--- config.mk ---
export PLATFORM = sky130hd
export DESIGN_NAME = fifo_stream_drain
export DESIGN_NICKNAME = d
export VERILOG_FILES = /design/src/rtl/fifo_stream_drain_pkg.sv /design/src/rtl/fifo_stream_drain_buf.sv /design/src/rtl/fifo_stream_drain.sv
export SDC_FILE = /design/constraint.sdc
export NUM_CORES = 1
export LEC_CHECK = 0
export CAP_MARGIN = 20
export CORE_ASPECT_RATIO = 1.5
export CORE_MARGIN = 3
export CORE_UTILIZATION = 62
export DETAILED_ROUTE_END_ITERATION = 6
export DONT_BUFFER_PORTS = 1
export PLACE_DENSITY = 0.78
export SLEW_MARGIN = 10
export SYNTH_ARGS = -nofsm -noshare
export SYNTH_HDL_FRONTEND = slang
export SYNTH_SLANG_ARGS = --single-unit
--- constraint.sdc ---
create_clock -name clk -period 2.5 [get_ports clk]
set_clock_uncertainty 0.05 [all_clocks]
set_input_delay 0.375 -clock clk [delete_from_list [all_inputs] [get_ports clk]]
set_output_delay 0.375 -clock clk [all_outputs]
set_load 0.03 [all_outputs]
--- src/rtl/fifo_stream_drain_pkg.sv ---
// Shared constants and width helpers for the FIFO read-side drain stage.
package fifo_stream_drain_pkg;

  localparam int DEF_DATA_WIDTH = 8;

  typedef logic [DEF_DATA_WIDTH-1:0] data_t;

  // Index width for a counter over n values; never narrower than one bit.
  function automatic int idx_width(input int n);
    return (n <= 1) ? 1 : $clog2(n);
  endfunction

  // Occupancy counter width able to hold the value depth itself.
  function automatic int cnt_width(input int depth);
    return $clog2(depth) + 1;
  endfunction

  // Credit sum (count + inflight) needs one bit of headroom over occupancy.
  function automatic int credit_width(input int depth);
    return $clog2(depth) + 2;
  endfunction

endpackage

--- src/rtl/fifo_stream_drain_buf.sv ---
// Small circular output buffer: registered storage, head read from a flop mux.
module stream_buf
  import fifo_stream_drain_pkg::*;
#(
  parameter int DATA_WIDTH = DEF_DATA_WIDTH,
  parameter int DEPTH      = 2
) (
  input  logic                        clk,
  input  logic                        rst,
  input  logic                        push,
  input  logic [DATA_WIDTH-1:0]       push_data,
  input  logic                        pop,
  output logic [DATA_WIDTH-1:0]       head,
  output logic [cnt_width(DEPTH)-1:0] count
);

  localparam int PW = idx_width(DEPTH);

  logic [DATA_WIDTH-1:0] mem [DEPTH];
  logic [PW-1:0]         wr_ptr;
  logic [PW-1:0]         rd_ptr;

  function automatic logic [PW-1:0] bump(input logic [PW-1:0] p);
    return (p == PW'(DEPTH - 1)) ? '0 : p + 1'b1;
  endfunction

  // Storage, pointers and occupancy; push and pop together leave count unchanged.
  always_ff @(posedge clk) begin
    if (rst) begin
      wr_ptr <= '0;
      rd_ptr <= '0;
      count  <= '0;
      for (int i = 0; i < DEPTH; i++) mem[i] <= '0;
    end else begin
      if (push) begin
        mem[wr_ptr] <= push_data;
        wr_ptr      <= bump(wr_ptr);
      end
      if (pop) rd_ptr <= bump(rd_ptr);
      case ({push, pop})
        2'b10:   count <= count + 1'b1;
        2'b01:   count <= count - 1'b1;
        default: count <= count;
      endcase
    end
  end

  assign head = mem[rd_ptr];

endmodule

--- src/rtl/fifo_stream_drain.sv ---
// Read-side drain of the synchronous FIFO: credit-based pops into a small
// buffer, presented as a valid/ready stream framed into fixed-length packets.
module fifo_stream_drain
  import fifo_stream_drain_pkg::*;
#(
  parameter int DATA_WIDTH = DEF_DATA_WIDTH,
  parameter int BUF_DEPTH  = 2,
  parameter int PKT_LEN    = 4,
  parameter int CNT_W      = 16
) (
  input  logic                  clk,
  input  logic                  rst,
  input  logic                  fifo_empty,
  input  logic [DATA_WIDTH-1:0] fifo_dout,
  output logic                  fifo_rd_en,
  output logic                  m_valid,
  input  logic                  m_ready,
  output logic [DATA_WIDTH-1:0] m_data,
  output logic                  m_last,
  output logic [CNT_W-1:0]      pkt_count,
  output logic                  idle
);

  localparam int CW = cnt_width(BUF_DEPTH);
  localparam int KW = credit_width(BUF_DEPTH);
  localparam int BW = idx_width(PKT_LEN);

  logic [CW-1:0]         count;
  logic [KW-1:0]         used;
  logic [BW-1:0]         beat_idx;
  logic [DATA_WIDTH-1:0] head;
  logic                  inflight;
  logic                  pop;
  logic                  issue;

  // A pop always has count >= 1, so the subtraction cannot underflow.
  assign pop   = m_valid && m_ready;
  assign used  = KW'(count) + KW'(inflight) - KW'(pop);
  assign issue = !fifo_empty && !rst && (used < KW'(BUF_DEPTH));

  assign fifo_rd_en = issue;

  stream_buf #(
    .DATA_WIDTH (DATA_WIDTH),
    .DEPTH      (BUF_DEPTH)
  ) u_buf (
    .clk       (clk),
    .rst       (rst),
    .push      (inflight),
    .push_data (fifo_dout),
    .pop       (pop),
    .head      (head),
    .count     (count)
  );

  assign m_valid = (count != '0);
  assign m_data  = head;
  assign m_last  = m_valid && (beat_idx == BW'(PKT_LEN - 1));
  assign idle    = !inflight && (count == '0) && fifo_empty;

  // Read data lands one cycle after the request; track the outstanding read.
  always_ff @(posedge clk) begin
    if (rst) inflight <= 1'b0;
    else     inflight <= issue;
  end

  // Beat position within the packet and completed-packet tally, advanced on pops only.
  always_ff @(posedge clk) begin
    if (rst) begin
      beat_idx  <= '0;
      pkt_count <= '0;
    end else if (pop) begin
      if (m_last) begin
        beat_idx  <= '0;
        pkt_count <= pkt_count + 1'b1;
      end else begin
        beat_idx  <= beat_idx + 1'b1;
      end
    end
  end

endmodule

Yosys cells after proc, flatten, opt, wreduce, memory -nomap -nowiden
Memory sizes are Yosys's and may differ from the RTL's. A register that Yosys moved wholly into a read port is not among the register bits.
Cells that the tools add are included.
W data, S select, Z words.
{ "op_classes": {"addsub": 8, "n_mux": 14, "n_eq_ne": 3, "n_reduce_logical": 14, "order_cmp": 1} }
{ "ops": {"columns": ["op", "count"], "rows": [
  ["$add A16 B1 Y16 const B", 1],
  ["$mux W1", 11],
  ["$mux W8", 1],
  ["$reduce_or A8 Y1", 1],
  ["$logic_and A1 B1 Y1", 6],
  ["$add A2 B1 Y2 const B", 2],
  ["$eq A2 B2 Y1 const B", 2],
  ["$pmux W2 S2", 1],
  ["$reduce_bool A2 Y1", 2],
  ["$add A2 B1 Y3", 1],
  ["$logic_not A1 Y1", 3],
  ["$lt A3 B2 Y1 const B", 1],
  ["$sub A3 B1 Y3", 1],
  ["$add A1 B1 Y1 const B", 2],
  ["$eq A2 B1 Y1 const B", 1],
  ["$logic_not A2 Y1", 1],
  ["$mux W2", 1],
  ["$reduce_and A2 Y1", 1],
  ["$sub A2 B1 Y2 const B", 1]
]} }
{ "word_totals": {"memories": 1, "mem_bits_rw": 16, "output_inout_bits": 28, "elab_cells": 47, "in_bits": 12, "register_bits": 23} }
{ "mem_list": {"columns": ["name", "words", "word_bits", "read_ports", "rd_ports_with_merged_regs", "write_ports", "line", "source"], "rows": [
  ["u_buf.mem", 2, 8, 1, 1, 2, "fifo_stream_drain_buf.sv:19", "logic [DATA_WIDTH-1:0] mem [DEPTH];"]
]} }

Logic depth before layout (Yosys ltp)
Gate-level depths: netlist of run 1.
{ "depth": {"depth_word": 5, "ltp_mapped": 7, "mapped_depth_nobuf": 6} }

Cells and area by module
A second synthesis of run 1 with hierarchy kept.
{ "unflattened": {"cells_unflattened": 177, "area_unflattened_um2": 1825.5} }
{ "modules_own_cells": {"columns": ["mod", "cells_each", "seq_area_each_um2", "area_each_um2", "instances"], "rows": [
  ["fifo_stream_drain", 104, 380.4, 930.9, 1],
  ["stream_buf", 73, 580.6, 894.6, 1]
]} }

Least setup slack after synthesis of run 1
Ideal clock, no wire load.
{ "synth_path": {"path_type": "reg-to-output", "from": "register u_buf.count[1]", "to": "output fifo_rd_en", "slack_ps": -423, "required_time_ps": 2075, "path_buffers": 1, "arrival_ps": 2498, "path_stages_with_launch": 8, "path_cell_list": "dfxtp_1 -> buf_2 -> and3b_2 -> or2_2 -> nand2_1 -> fa_1 -> xor2_1 -> nor4b_1"} }
{ "synth_via": {"elab_chain_cells": 5, "elab_cells_between_ends": 6, "classes_between": "add/sub: 2; order compare: 1; reduce/logical: 3"} }
{ "synth_lines": {"columns": ["item", "line", "source"], "rows": [
  ["from (decl)", "fifo_stream_drain_buf.sv:14", "output logic [cnt_width(DEPTH)-1:0] count"],
  ["from (signal assigned)", "fifo_stream_drain_buf.sv:41", "2'b10: count <= count + 1'b1;"],
  ["from (signal assigned)", "fifo_stream_drain_buf.sv:42", "2'b01: count <= count - 1'b1;"],
  ["from (signal assigned)", "fifo_stream_drain_buf.sv:43", "default: count <= count;"],
  ["branches (longest 2 deep; another with $add A2 B1 Y3)", null, null],
  ["$sub A3 B1 Y3 (*)", "fifo_stream_drain.sv:38", "assign used = KW'(count) + KW'(inflight) - KW'(pop);"],
  ["$lt A3 B2 Y1 (*)", "fifo_stream_drain.sv:39", "assign issue = !fifo_empty && !rst && (used < KW'(BUF_DEPTH));"],
  ["$logic_and A1 B1 Y1 (*)", "fifo_stream_drain.sv:39", null],
  ["to (decl)", "fifo_stream_drain.sv:15", "output logic fifo_rd_en,"]
]} }
Mark *: on every way between the ends.

Final worst setup path of run 1
{ "layout_path": {"from": "register u_buf.count[0]", "to": "output fifo_rd_en"} }
Same word-level chain as after synthesis.

==> results of run 1 <==
## registers in the layout (all words and copies together), names as in the netlist, named ones only
register      count
pkt_count        16
u_buf.count       2
beat_idx          2
inflight          1
u_buf.mem        16
u_buf.rd_ptr      1
u_buf.wr_ptr      1
## layout by cell type, fill, tap and decap left out, types with 2 or more instances in the layout
| cell | count |
|---|---|
| buf_4 | 6 |
| xnor2_1 | 10 |
| xor2_1 | 3 |
| nor3b_1 | 3 |
| nor2b_1 | 4 |
| mux2i_1 | 2 |
| inv_1 | 4 |
| edfxtp_1 | 16 |
| nor2_1 | 22 |
| a21oi_1 | 4 |
| or2_2 | 2 |
| nor4_1 | 3 |
| dfxtp_1 | 23 |
| mux2_2 | 10 |
| clkbuf_8 | 5 |
| mux2_4 | 2 |
| ha_1 | 2 |
| nand4_1 | 2 |
| nor3_1 | 6 |
| o21ai_0 | 2 |
| nand3_1 | 8 |
| nand2_1 | 5 |
| and2_1 | 16 |
## logic make-up after synthesis
family                   Yosys count
AND/OR/NAND/NOR                   82
XOR/XNOR                          14
multiplexers                      14
adder cells (fa/ha/maj)            3
AO/OA/AOI/OAI                      9
buffers and inverters             10
flip-flops                        40
## critical path, stage by stage (launching register included)
cell     delay, ns
dfxtp_4       0.35
and3b_2       0.24
or2_4         0.13
nand2_1       0.07
fa_2          0.39
xor2_2        0.17
nor4b_4       0.22
buf_6         0.16
## report_power, final
part           internal, uW  switching (uW)  leakage [uW]
combinational          37.1            60.8      0.000391
clock                   189             203     0.0000410
sequential              700            12.3      0.000362
total                   927             276      0.000794
## worst min-delay path by stage
stage	to	slack, ns	cells after the start
2_1_floorplan	inflight	0.40	1
3_3_place_gp	pkt_count[3]	0.40	1
3_5_place_dp	pkt_count[3]	0.40	1
4_1_cts	pkt_count[3]	0.09	1
5_1_grt	pkt_count[3]	0.09	1
6_report	pkt_count[3]	0.1	1
## routing by layer
| layer | part of all wire (%) | vias up |
|---|---|---|
| met1 | 37 | 582 |
| li1 | - | 602 |
| met4 | 1.6 | 0 |
| met5 | 0 | - |
| met3 | 6.8 | 6 |
| met2 | 54 | 35 |
## layout make-up
class                      count  area, um2  area share, %
sequential                    40        965           46.8
inverter                       4       15.0          0.729
multi-input combinational    122        900           43.7
clock buffer                   6       72.6           3.52
timing repair buffer           7       56.3           2.73
clock inverter                 1       5.00          0.243
tap                           37       46.3           2.25
## stage by stage
stage               power (uW)  std cells
CTS                       1210        216
finish                    1200        217
detailed placement         823        208
global placement           818        208
global route              1250        217
floorplan                  813        172
## repair_timing
item                                    in CTS  in global routing
pin swaps                                    0                  1
endpoints found under the setup margin       1                  1
gates resized for setup                      3                  3
buffers inserted                             1                  1
==> run summary, run 1 <==
DRT iter0 DRCs - 29
post-synthesis mux area share - 8.69%
Die ar. - 0.00373 mm2
Setup TNS Final - 0 ns
total track usage - 19.8%
Async SR Flop Fraction - 0%
synth top area cells - dfxtp_1, edfxtp_1, mux2_2, and2_1, xnor2_1
largest net degree at the start of global routing - 34
pre-CTS WS - 0.225 ns
hold_sp - rst
Setup crit end kind - output port
global routing usage on met3 - 6.49%
worst r2r src - pkt_count[2]
Synth Area in Compound Gates - 3.41%
Max-slew headroom - 51.5%
reg2reg setup slack - 0.68 ns
Placed Area - 0.00195 mm2
Synth Area in Adders - 2.41%
gpl congestion - 0.778
Mapped Area - 0.00187 mm2
share of cells above drive strength 1 - 21.1%
critical path capture point - fifo_rd_en
leading cell types by count after synthesis - dfxtp_1, nor2_1, and2_1, edfxtp_1
CP arrival - 2.02 ns
VDD IR max - 0.000407 V
# Max-Cap Violations - 0
number of cells on the worst reg-to-reg path - 4
GR Util met2 - 36.0%
worst hold path type - in2reg
Overflow after GRT - 0
power per standard cell area - 584 mW/mm2
sequential area share after synthesis - 51.3%
DRT Pass-1 Iters - 4
leakage - 0.000794 uW
Critical Path Start Type - flip-flop
number of routed nets with antenna violations - 0
Cell Rows - 23
Die H - 73.3 um
post-route DRC violation count - 0
area leader, netlist - dfxtp_1
vias in the first global route - 1,249
antenna violations before repair - 0
top-count cell post-synth - dfxtp_1
Max Clk Rate - 408 MHz
hold_buf cts - 0
outcome - completed
CTS root buffer - clkbuf_8
wire per inst - 14.6 um
design area - 0.00206 mm2
DP HPWL - 2370 um
minimum clock period - 2.45 ns
grt met1 use - 20.9%
clock sink count - 40
GRT Max-Usage Layer - met2
Fillers - 199
Vias - 1,225
first-pass GRT wire length - 5610 um
Worst Tran Pin Value - 0.726 ns
synthesized flop and latch total - 40
ys flop type - dfxtp_1
final setup fails - 0
reg2reg end - pkt_count[13]
H-tree depth - 2
CTS tree - built
largest family of logic cells by synthesized area - simple AND/OR/NAND/NOR gates
Setup WS post-layout - 0.0512 ns
CP startpoint - u_buf.count[0]
Mapped Cells - 172
Post-Route WL - 3170 um
Post-Synthesis Net Count - 187
WP data required - 2.08 ns
ANT cells - 0
Crit Path Max Fanout - 4
kind of critical path - reg2out
Port Buffer Count - 0
Clk pin slew, worst setup/hold paths - 0.07 ns
Area Overhead vs Synth - 10.0%
yosys warns - 0
core area - 0.00279 mm2
Synth top area share - 25.7%
post-synthesis area per instance - 10.9 um2
simple logic cell fraction of the synthesized area - 25.5%
WHS - 0.0980 ns
Final Hold Viols - 0
end-of-flow core utilization - 73.8%
Distinct cells, synth - 37
Post-synth EDFFs - 16
Starting Density - 67.1%
Final Cycle Share - 98.0%
CTS Buf Count - 5
I/O pin count - 40
layout net count - 195
via density per instance - 5.65
Slew Limit Fails - 0
width of the die - 50.9 um
number of buffers on the longest clock path - 2
Synth Area in XOR/XNOR - 6.55%
unrepaired setup endpoints after global routing - true
worst skew pair latency - 0.29 ns
Power figures use the tool's default switching activity.
==> inputs of run 2 (changes only) <==
--- a/config.mk
+++ b/config.mk
@@ -12,6 +12,7 @@
 export DETAILED_ROUTE_END_ITERATION = 6
 export DONT_BUFFER_PORTS = 1
 export PLACE_DENSITY = 0.78
+export RECOVER_POWER = 50
 export SLEW_MARGIN = 10
 export SYNTH_ARGS = -nofsm -noshare
 export SYNTH_HDL_FRONTEND = slang
==> results of run 2 <==
No change in the layout: final DEF, timing and power equal those of run 1.
==> inputs of run 3 (changes only) <==
--- a/config.mk
+++ b/config.mk
@@ -5,13 +5,14 @@
 export SDC_FILE = /design/constraint.sdc
 export NUM_CORES = 1
 export LEC_CHECK = 0
+export ABC_CLOCK_PERIOD_IN_PS = 2500
 export CAP_MARGIN = 20
 export CORE_ASPECT_RATIO = 1.5
 export CORE_MARGIN = 3
 export CORE_UTILIZATION = 62
 export DETAILED_ROUTE_END_ITERATION = 6
 export DONT_BUFFER_PORTS = 1
-export PLACE_DENSITY = 0.78
+export PLACE_DENSITY = 0.74
 export RECOVER_POWER = 50
 export SLEW_MARGIN = 10
 export SYNTH_ARGS = -nofsm -noshare
==> run 3 against run 2 <==
Cell area decreased by 0.49%; register-to-register slack lost 0.37 ns; total power is 7.6% higher; die area is the same; global-route usage is 0.75 points lower; combinational power is 4.9% lower; count of clock-buffer cells in the layout is 1 lower; flip-flop and latch count unchanged; first-iteration DRC count down 24%; critical endpoint unchanged; largest cell class unchanged; highest routed layer unchanged.
==> run summary, run 3 (synthesized netlist as in run 1, its figures left out) <==
hold_buf cts - 0
Crit Path Max Fanout - 7
WP data required - 2.08 ns
Comb power frac - 7.2%
DRT iter0 DRCs - 22
CTS root buffer - clkbuf_8
Post-Route WL - 3130 um
unrepaired setup endpoints after global routing - false
# Max-Cap Violations - 0
top sig layer - met4
core area - 0.00279 mm2
number of cells on the worst reg-to-reg path - 5
Max Clk Rate - 413 MHz
Die H - 73.3 um
CTS Buf Count - 5
Starting Density - 67.1%
vias in the first global route - 1,252
minimum clock period - 2.42 ns
wire per inst - 14.3 um
share of cells above drive strength 1 - 17.7%
outcome - completed
largest net degree at the start of global routing - 34
number of routed nets with antenna violations - 0
number of buffers on the longest clock path - 2
reg2reg end - pkt_count[15]
antenna violations before repair - 0
WHS - 0.109 ns
worst hold path type - in2reg
met3 wire len - 209 um
CTS tree - built
worst skew pair latency - 0.28 ns
width of the die - 50.9 um
area occupied by multi-input gates - 876 um2
CP arrival - 1.99 ns
Max-slew headroom - 46.3%
Worst Tran Pin Value - 0.802 ns
Fillers - 222
worst r2r src - u_buf.count[1]
hold_sp - rst
DRT met1 WL - 1070 um
Internal - 1030 uW
final setup fails - 0
layout net count - 195
Reg area - 965 um2
gpl congestion - 0.849
part of the power in registers - 55.1%
hold path depth - 1
commonest non-fill, non-tap cell in the layout - dfxtp_1
H-tree depth - 2
Overflow after GRT - 0
Cell Rows - 23
VDD IR max - 0.000590 V
DRT Pass-1 Iters - 4
total track usage - 19.0%
Area Overhead vs Synth - 9.49%
Setup TNS Final - 0 ns
post-route DRC violation count - 0
clock sink count - 40
Critical Path Start Type - flip-flop
power per standard cell area - 632 mW/mm2
Setup crit end kind - output port
end-of-flow core utilization - 73.4%
ANT cells - 0
first-pass GRT wire length - 5390 um
I/O pin count - 40
Final Cycle Share - 96.8%
Clk pwr share - 37.7%
biggest regs - pkt_count: 16 flops, u_buf.mem: 16 flops
leakage - 0.000787 uW
switching portion of total power - 20.8%
end point of the worst hold path - pkt_count[3]
Final Hold Viols - 0
wire length on met2 - 1830 um
reg2reg setup slack - 0.31 ns
commonest non-fill, non-tap cells in the layout - dfxtp_1, nor2_1, edfxtp_1, and2_1
Slew Limit Fails - 0
Clk pin slew, worst setup/hold paths - 0.07 ns
Vias - 1,238
via density per instance - 5.68
Die ar. - 0.00373 mm2
Switching Power - 269 uW
kind of critical path - reg2out
DP HPWL - 2440 um
Port Buffer Count - 0
## run 3: cell type report
| type | count | share of cell area (%) |
|---|---|---|
| sequential | 40 | 47.1 |
| clock inverter | 3 | 1.83 |
| multi-input combinational | 122 | 42.7 |
| timing repair buffer | 7 | 2.01 |
| tap | 37 | 2.26 |
| clock buffer | 5 | 3.36 |
| inverter | 4 | 0.733 |
## run 3: worst max path at each step
stage	from	endpoint	slack, ns	cells past startpoint
after detailed placement	u_buf.count[0]	fifo_rd_en	0.22	6
after CTS	u_buf.count[0]	fifo_rd_en	0.006	7
after floorplan	u_buf.count[1]	fifo_rd_en	0.15	7
after global routing	u_buf.count[0]	fifo_rd_en	0.008	7
final	u_buf.count[0]	fifo_rd_en	0.08	7
after global placement	u_buf.count[0]	fifo_rd_en	0.30	6
## run 3: metrics by stage
stage | setup WS [ns] | power (uW) | area (um2) | instances
after global routing | 0.00833 | 1360 | 2050 | 218
after floorplan | 0.149 | 813 | 1890 | 172
final | 0.0808 | 1290 | 2050 | 218
after global placement | 0.296 | 819 | 1950 | 209
after detailed placement | 0.223 | 823 | 1950 | 209
after CTS | 0.00562 | 1310 | 2070 | 217
## run 3: what timing repair did
item,4_1_cts,5_1_grt
endpoints found under the setup margin,1,1
hold endpoints to repair,0,0
buffers inserted,0,1
resized for setup,2,2
## run 3: power groups by stage
stage / logic (uW) / registers, uW / clock network (uW)
floorplan: 91.8 / 721 / 0
global placement: 91.7 / 727 / 0
detailed placement: 93.4 / 730 / 0
CTS: 94.8 / 715 / 500
global route: 101 / 715 / 539
finish: 93.1 / 714 / 488
## run 3: worst max-delay path, stage by stage, from the launching register on
cell and delay [ns]:
dfxtp_4 0.36, and3b_2 0.23, or2_2 0.12, nand2_1 0.07, fa_2 0.35, xor2_1 0.18
nor4b_4 0.24, buf_6 0.16
## run 3: layer usage
metal / track usage [%] / vias to the layer above
li1: - / 605
met4: 5.99 / 0
met1: 18.4 / 598
met5: 0 / -
met2: 36.2 / 33
met3: 7.30 / 2
